**src/rtl/regfile_sb_pkg.sv**
```systemverilog
// Shared register-file constants, used by decode and writeback as well as the
// register file itself.
package regfile_sb_pkg;

  localparam int DEF_DATA_WIDTH = 32;
  localparam int DEF_NUM_REGS   = 32;
  localparam int DEF_ADDR_WIDTH = 5;
  localparam int REG_ZERO       = 0;

endpackage

```
**src/rtl/regfile_rd_port.sv**
```systemverilog
// One combinational read port: index mux, hardwired-zero gate, write bypass,
// and the scoreboard hazard term for that port.
module regfile_rd_port
  import regfile_sb_pkg::*;
#(
  parameter int DATA_WIDTH = DEF_DATA_WIDTH,
  parameter int ADDR_WIDTH = DEF_ADDR_WIDTH,
  parameter int NUM_REGS   = DEF_NUM_REGS,
  parameter bit ZERO_REG   = 1'b1,
  parameter bit BYPASS     = 1'b1
) (
  input  logic [DATA_WIDTH-1:0] regs [NUM_REGS],
  input  logic [NUM_REGS-1:0]   busy,
  input  logic                  wr_en,
  input  logic [ADDR_WIDTH-1:0] wr_idx,
  input  logic [DATA_WIDTH-1:0] wr_data,
  input  logic [ADDR_WIDTH-1:0] rd_idx,
  output logic [DATA_WIDTH-1:0] rd_data,
  output logic                  rd_busy
);

  logic is_zero;
  logic hit;

  always_comb begin
    is_zero = ZERO_REG && (rd_idx == ADDR_WIDTH'(REG_ZERO));
    hit     = BYPASS && wr_en && (wr_idx == rd_idx) && !is_zero;
    rd_data = regs[rd_idx];
    if (is_zero) begin
      rd_data = '0;
    end else if (hit) begin
      rd_data = wr_data;
    end
    // A bypassed read already sees the retiring value, so it is not a hazard.
    rd_busy = busy[rd_idx] && !is_zero && !hit;
  end

endmodule

```
**src/rtl/regfile_sb.sv**
```systemverilog
// Register file with N combinational read ports, one write port, write bypass,
// optional hardwired zero register and an issue/writeback scoreboard.
module regfile_sb
  import regfile_sb_pkg::*;
#(
  parameter int DATA_WIDTH = DEF_DATA_WIDTH,
  parameter int NUM_REGS   = DEF_NUM_REGS,
  parameter int ADDR_WIDTH = DEF_ADDR_WIDTH,
  parameter int NUM_RD     = 2,
  parameter bit ZERO_REG   = 1'b1,
  parameter bit BYPASS     = 1'b1
) (
  input  logic                         clk,
  input  logic                         rst,
  input  logic                         RegWr,
  input  logic [ADDR_WIDTH-1:0]        Rw,
  input  logic [DATA_WIDTH-1:0]        busW,
  input  logic [NUM_RD*ADDR_WIDTH-1:0] Ra,
  output logic [NUM_RD*DATA_WIDTH-1:0] busR,
  input  logic                         claim_en,
  input  logic [ADDR_WIDTH-1:0]        claim_reg,
  output logic [NUM_RD-1:0]            rd_busy,
  output logic                         stall,
  output logic [ADDR_WIDTH:0]          pend_cnt
);

  localparam int CW = ADDR_WIDTH + 1;

  typedef logic [DATA_WIDTH-1:0] word_t;

  word_t               regs_q [NUM_REGS];
  word_t               regs_d [NUM_REGS];
  logic [NUM_REGS-1:0] busy_q, busy_d;
  logic [CW-1:0]       pend_q, pend_d;
  logic                wr_ok, claim_ok, set_new, clr_old, wr_live;

  // NOTE: every variable gets a default before any conditional update, so no
  // path leaves a value unassigned and no latch is inferred.
  always_comb begin
    wr_ok    = RegWr && !(ZERO_REG && (Rw == ADDR_WIDTH'(REG_ZERO)));
    claim_ok = claim_en && !(ZERO_REG && (claim_reg == ADDR_WIDTH'(REG_ZERO)));
    regs_d   = regs_q;
    busy_d   = busy_q;
    if (wr_ok) begin
      regs_d[Rw] = busW;
      busy_d[Rw] = 1'b0;
    end
    // Claim is applied after the writeback clear so a same-register claim wins.
    if (claim_ok) begin
      busy_d[claim_reg] = 1'b1;
    end
    set_new = claim_ok && !busy_q[claim_reg];
    clr_old = wr_ok && busy_q[Rw] && !(claim_ok && (claim_reg == Rw));
    pend_d  = pend_q + CW'(set_new) - CW'(clr_old);
  end

  // NOTE: architectural state must read 0 after reset, so the storage array is
  // reset like any other flop rather than left uninitialised.
  always_ff @(posedge clk or posedge rst) begin
    if (rst) begin
      for (int i = 0; i < NUM_REGS; i++) begin
        regs_q[i] <= '0;
      end
    end else begin
      regs_q <= regs_d;
    end
  end

  // NOTE: non-blocking assignments here so every flop samples pre-edge values.
  always_ff @(posedge clk or posedge rst) begin
    if (rst) begin
      busy_q <= '0;
      pend_q <= '0;
    end else begin
      busy_q <= busy_d;
      pend_q <= pend_d;
    end
  end

  // The write in flight during reset is discarded, so it must not be bypassed.
  assign wr_live = RegWr && !rst;

  for (genvar p = 0; p < NUM_RD; p++) begin : g_rd
    regfile_rd_port #(
      .DATA_WIDTH (DATA_WIDTH),
      .ADDR_WIDTH (ADDR_WIDTH),
      .NUM_REGS   (NUM_REGS),
      .ZERO_REG   (ZERO_REG),
      .BYPASS     (BYPASS)
    ) u_rd_port (
      .regs    (regs_q),
      .busy    (busy_q),
      .wr_en   (wr_live),
      .wr_idx  (Rw),
      .wr_data (busW),
      .rd_idx  (Ra[p*ADDR_WIDTH +: ADDR_WIDTH]),
      .rd_data (busR[p*DATA_WIDTH +: DATA_WIDTH]),
      .rd_busy (rd_busy[p])
    );
  end

  assign stall    = |rd_busy;
  assign pend_cnt = pend_q;

endmodule

```
**config.mk**
```make
export PLATFORM = sky130hd
export DESIGN_NAME = regfile_sb
export DESIGN_NICKNAME = d
export VERILOG_FILES = /design/src/rtl/regfile_sb_pkg.sv /design/src/rtl/regfile_rd_port.sv /design/src/rtl/regfile_sb.sv
export SDC_FILE = /design/constraint.sdc
export NUM_CORES = 2
export LEC_CHECK = 0
export BUFFER_PORTS_ARGS = -buffer_cell sky130_fd_sc_hd__buf_2
export CAP_MARGIN = 20
export CORE_UTILIZATION = 60
export CTS_CLUSTER_SIZE = 14
export DETAILED_ROUTE_END_ITERATION = 6
export GPL_TIMING_DRIVEN = 0
export HOLD_SLACK_MARGIN = 0.05
export PLACE_DENSITY = 0.77
export SETUP_SLACK_MARGIN = 0.05
export SLEW_MARGIN = 10
export SYNTH_ARGS = -nofsm -noshare
export SYNTH_HDL_FRONTEND = slang
export SYNTH_HIERARCHICAL = 1
export SYNTH_SLANG_ARGS = --single-unit
export TNS_END_PERCENT = 10
```
**constraint.sdc**
```tcl
create_clock -name clk -period 46.6 [get_ports clk]
set_clock_uncertainty 0.15 [all_clocks]
set_input_delay 4.66 -clock clk [delete_from_list [all_inputs] [get_ports clk]]
set_output_delay 4.66 -clock clk [all_outputs]
set_load 0.02 [all_outputs]
```
==> metrics <==
Post-Synthesis Cells 4047; FP Rows 113; Clk pin slew, worst setup/hold paths 0.06 ns; fin. max-slew vios 0; Area growth, synth to finish 11.8%; maxcap violations 0; Hold Path Stages 1; Tot GR Track Use 49.8%; unique cell type count in the Yosys netlist 66; crit-path cells buf_2, or2_1, buf_2, nor2_2, nand2_1, nand4_1, buf_2, a31oi_1, buf_2; synthesized area per cell 14.3 um2; Total Nets Final 4392; die width 312 um; FF-to-FF path depth 13; Highest Clock Rate 76.0 MHz; worst path bufs/invs 4; vias in the first global route 43798; Port Buffers 117; Rel. slew slack 10.8%; Crit Path Class input port to output pin; CTS Sinks 1062; chip height 312 um; post-synthesis async set-or-reset flop share 100%; Top FF cell, synth dfrtp_1; Crit. path cell count 9; Inst Count DP 5464; final WL 243000 um; DP Wirelength 162000 um; Post-synth EDFFs 0; CTS tree yes; Warnings, synthesis 6; Seq/Total Area, Yosys 46.0%; top-count cell post-synth dfrtp_1; Worst Tran Pin Value 1.34 ns; core outline area 95200 um2; Comb pwr share 22.3%; synthesized area 57800 um2; Initial Util 60.7%; most frequent cells after synthesis dfrtp_1, mux2_2, mux4_2, mux2i_1, clkbuf_1; crit-path most repeated cell buf_2; CP max stage delay 0.85 ns; Placement Setup Slack 33.89 ns; Final ANT Viol Nets 0; outcome finished with violations; Setup WS post-layout 33.43 ns; CP Data Required Time 41.79 ns; Core Util, Final 67.9%; top cells by area, synth dfrtp_1, mux2_2, mux4_2, mux2i_1, a221oi_1; RSZ-0062 raised after global routing false; initial antenna violation count 18; total iterations of the first detailed-routing run 7; Crit path arrival time 8.36 ns; htree depth 3; top-area cell type share of the netlist area 46.0%; Clk pwr share 33.4%; Post-CTS Setup Bufs 0; startpoint types input port; Crit Path Max Fanout 10; CTS-repair resized insts 0; Post-Layout Cell Count 5705; leakage power 28.5 nW; CTS max path bufs 3; clk_lat worst skew 0.73 ns; Final Cycle Share 28.3%; gr ovfl total 0; PD cells 43.4 nW/um2; Setup Total Neg Slack 0 ns; Final min period 13.17 ns; hold crit path type flop to flop; IO Pins 129; sequential power share 44.3%; Mapped Nets 4110; DRT iter0 DRCs 7628; hold buffers post-CTS 0; # setup viols final 0; CP endpoint kind output pin; failing checks design-rule violations; Seq cells post-synth 1062; Worst IR Drop VDD 0.0000330 V; share of layout cells above drive strength 1 44.8%; mean routed wirelength per cell 42.6 um; clock root buffer clkbuf_16; Final GP Congestion 1.04; Die ar. 97600 um2; TritonCTS Buffers 113; via count 45343; DRC 115; Hold Fails Final Rpt 0; first-pass GRT wire length 335000 um; kind of cell adding the most delay to the critical path simple AND/OR/NAND/NOR gates; net switching power figure 0.829 mW; internal power 1.98 mW; vias per std cell 7.95; crit path max-delay cell type nand4_1; Synth area leader dfrtp_1; largest net degree at the start of global routing 119; switching share of power 29.5%
stage by stage:
stage                     power (mW)  hold slack (ns)  instance area, um2
after floorplan                 1.66            0.291               57800
after global placement          1.82            0.302               60000
after CTS                       2.77            0.329               64400
final                           2.81            0.326               64600
after global routing            2.88            0.345               64600
after detailed placement        1.85            0.315               60600
per-layer routing:
| layer | vias up | wire length, um | GRT usage [%] |
|---|---|---|---|
| li1 | 16416 | - | - |
| met1 | 23265 | 83100 | 61.6 |
| met2 | 4339 | 96300 | 65.8 |
| met3 | 1300 | 39600 | 26.0 |
| met4 | 23 | 23500 | 37.5 |
| met5 | - | 309 | 0.580 |
flip-flops by register name (all words and copies together), names as in the netlist:
signal	flops
regs_q	1024
busy_q	32
pend_cnt	6
kinds of logic after synthesis:
family                     after synthesis  synth area share (%)
xor gates and xnor gates                19                 0.288
DFF                                   1062                  46.0
adders and majority gates                7                 0.165
and+or+nand+nor                        156                  1.43
buffers and inverters                  489                  4.21
muxes                                 1736                  40.3
AOI/OAI and AO/OA                      578                  7.67
power groups by stage:
stage | combinational [mW] | clock [mW] | sequential [mW]
5_1_grt | 0.650 | 0.973 | 1.26
4_1_cts | 0.607 | 0.935 | 1.23
2_1_floorplan | 0.451 | 0 | 1.21
3_5_place_dp | 0.604 | 0 | 1.25
6_report | 0.627 | 0.938 | 1.24
3_3_place_gp | 0.582 | 0 | 1.24
worst reg2reg max path: cells and delay by family (launching register included):
family	cells	cell delay, ns
XOR/XNOR	1	0.12
adder cells (fa/ha/maj)	3	0.97
buffers and inverters	1	0.04
AND/OR/NAND/NOR	4	0.33
multiplexers	1	0.50
flip-flops	1	0.43
AO/OA/AOI/OAI	3	0.55
final cells by class:
| class | count | area (um2) |
|---|---|---|
| antenna | 20 | 50.0 |
| buffer | 472 | 2390 |
| clock buffer | 181 | 3450 |
| clock inverter | 25 | 347 |
| fill | 6747 | 30500 |
| inverter | 17 | 71.3 |
| multi-input combinational | 2496 | 28800 |
| sequential | 1062 | 26600 |
| tap | 1265 | 1580 |
| timing repair buffer | 167 | 1390 |
path summary, 6_finish.rpt:
path,slack (ns),to,from
setup / recovery,33.43,busR[20],Ra[2]
hold / removal,0.33,regs_q[1001],regs_q[1001]
setup reg to reg,43.42,pend_cnt[4],busy_q[27]
hold reg to reg,0.33,regs_q[1001],regs_q[1001]
max in group asynchronous,40.49,regs_q[533],rst
min in group asynchronous,3.85,regs_q[608],rst
layout by cell type, fill, tap and decap left out, drive strengths merged, types with 6 or more instances in the layout:
master  instances
a221oi        144
a22o           29
a31oi          67
and2            6
buf           406
bufinv          8
clkbuf        414
clkinv         15
dfrtp        1062
diode          20
ha              6
inv            18
mux2         1023
mux2i         345
mux4          368
nand2          29
nand2b         13
nand3          19
nand4           8
nor2           39
nor2b          11
nor3            8
o211ai         90
o21ai          83
o221ai         40
o22a           90
o22ai           9
xnor2           7
xor2           12
(Power assumes the default switching activity.)
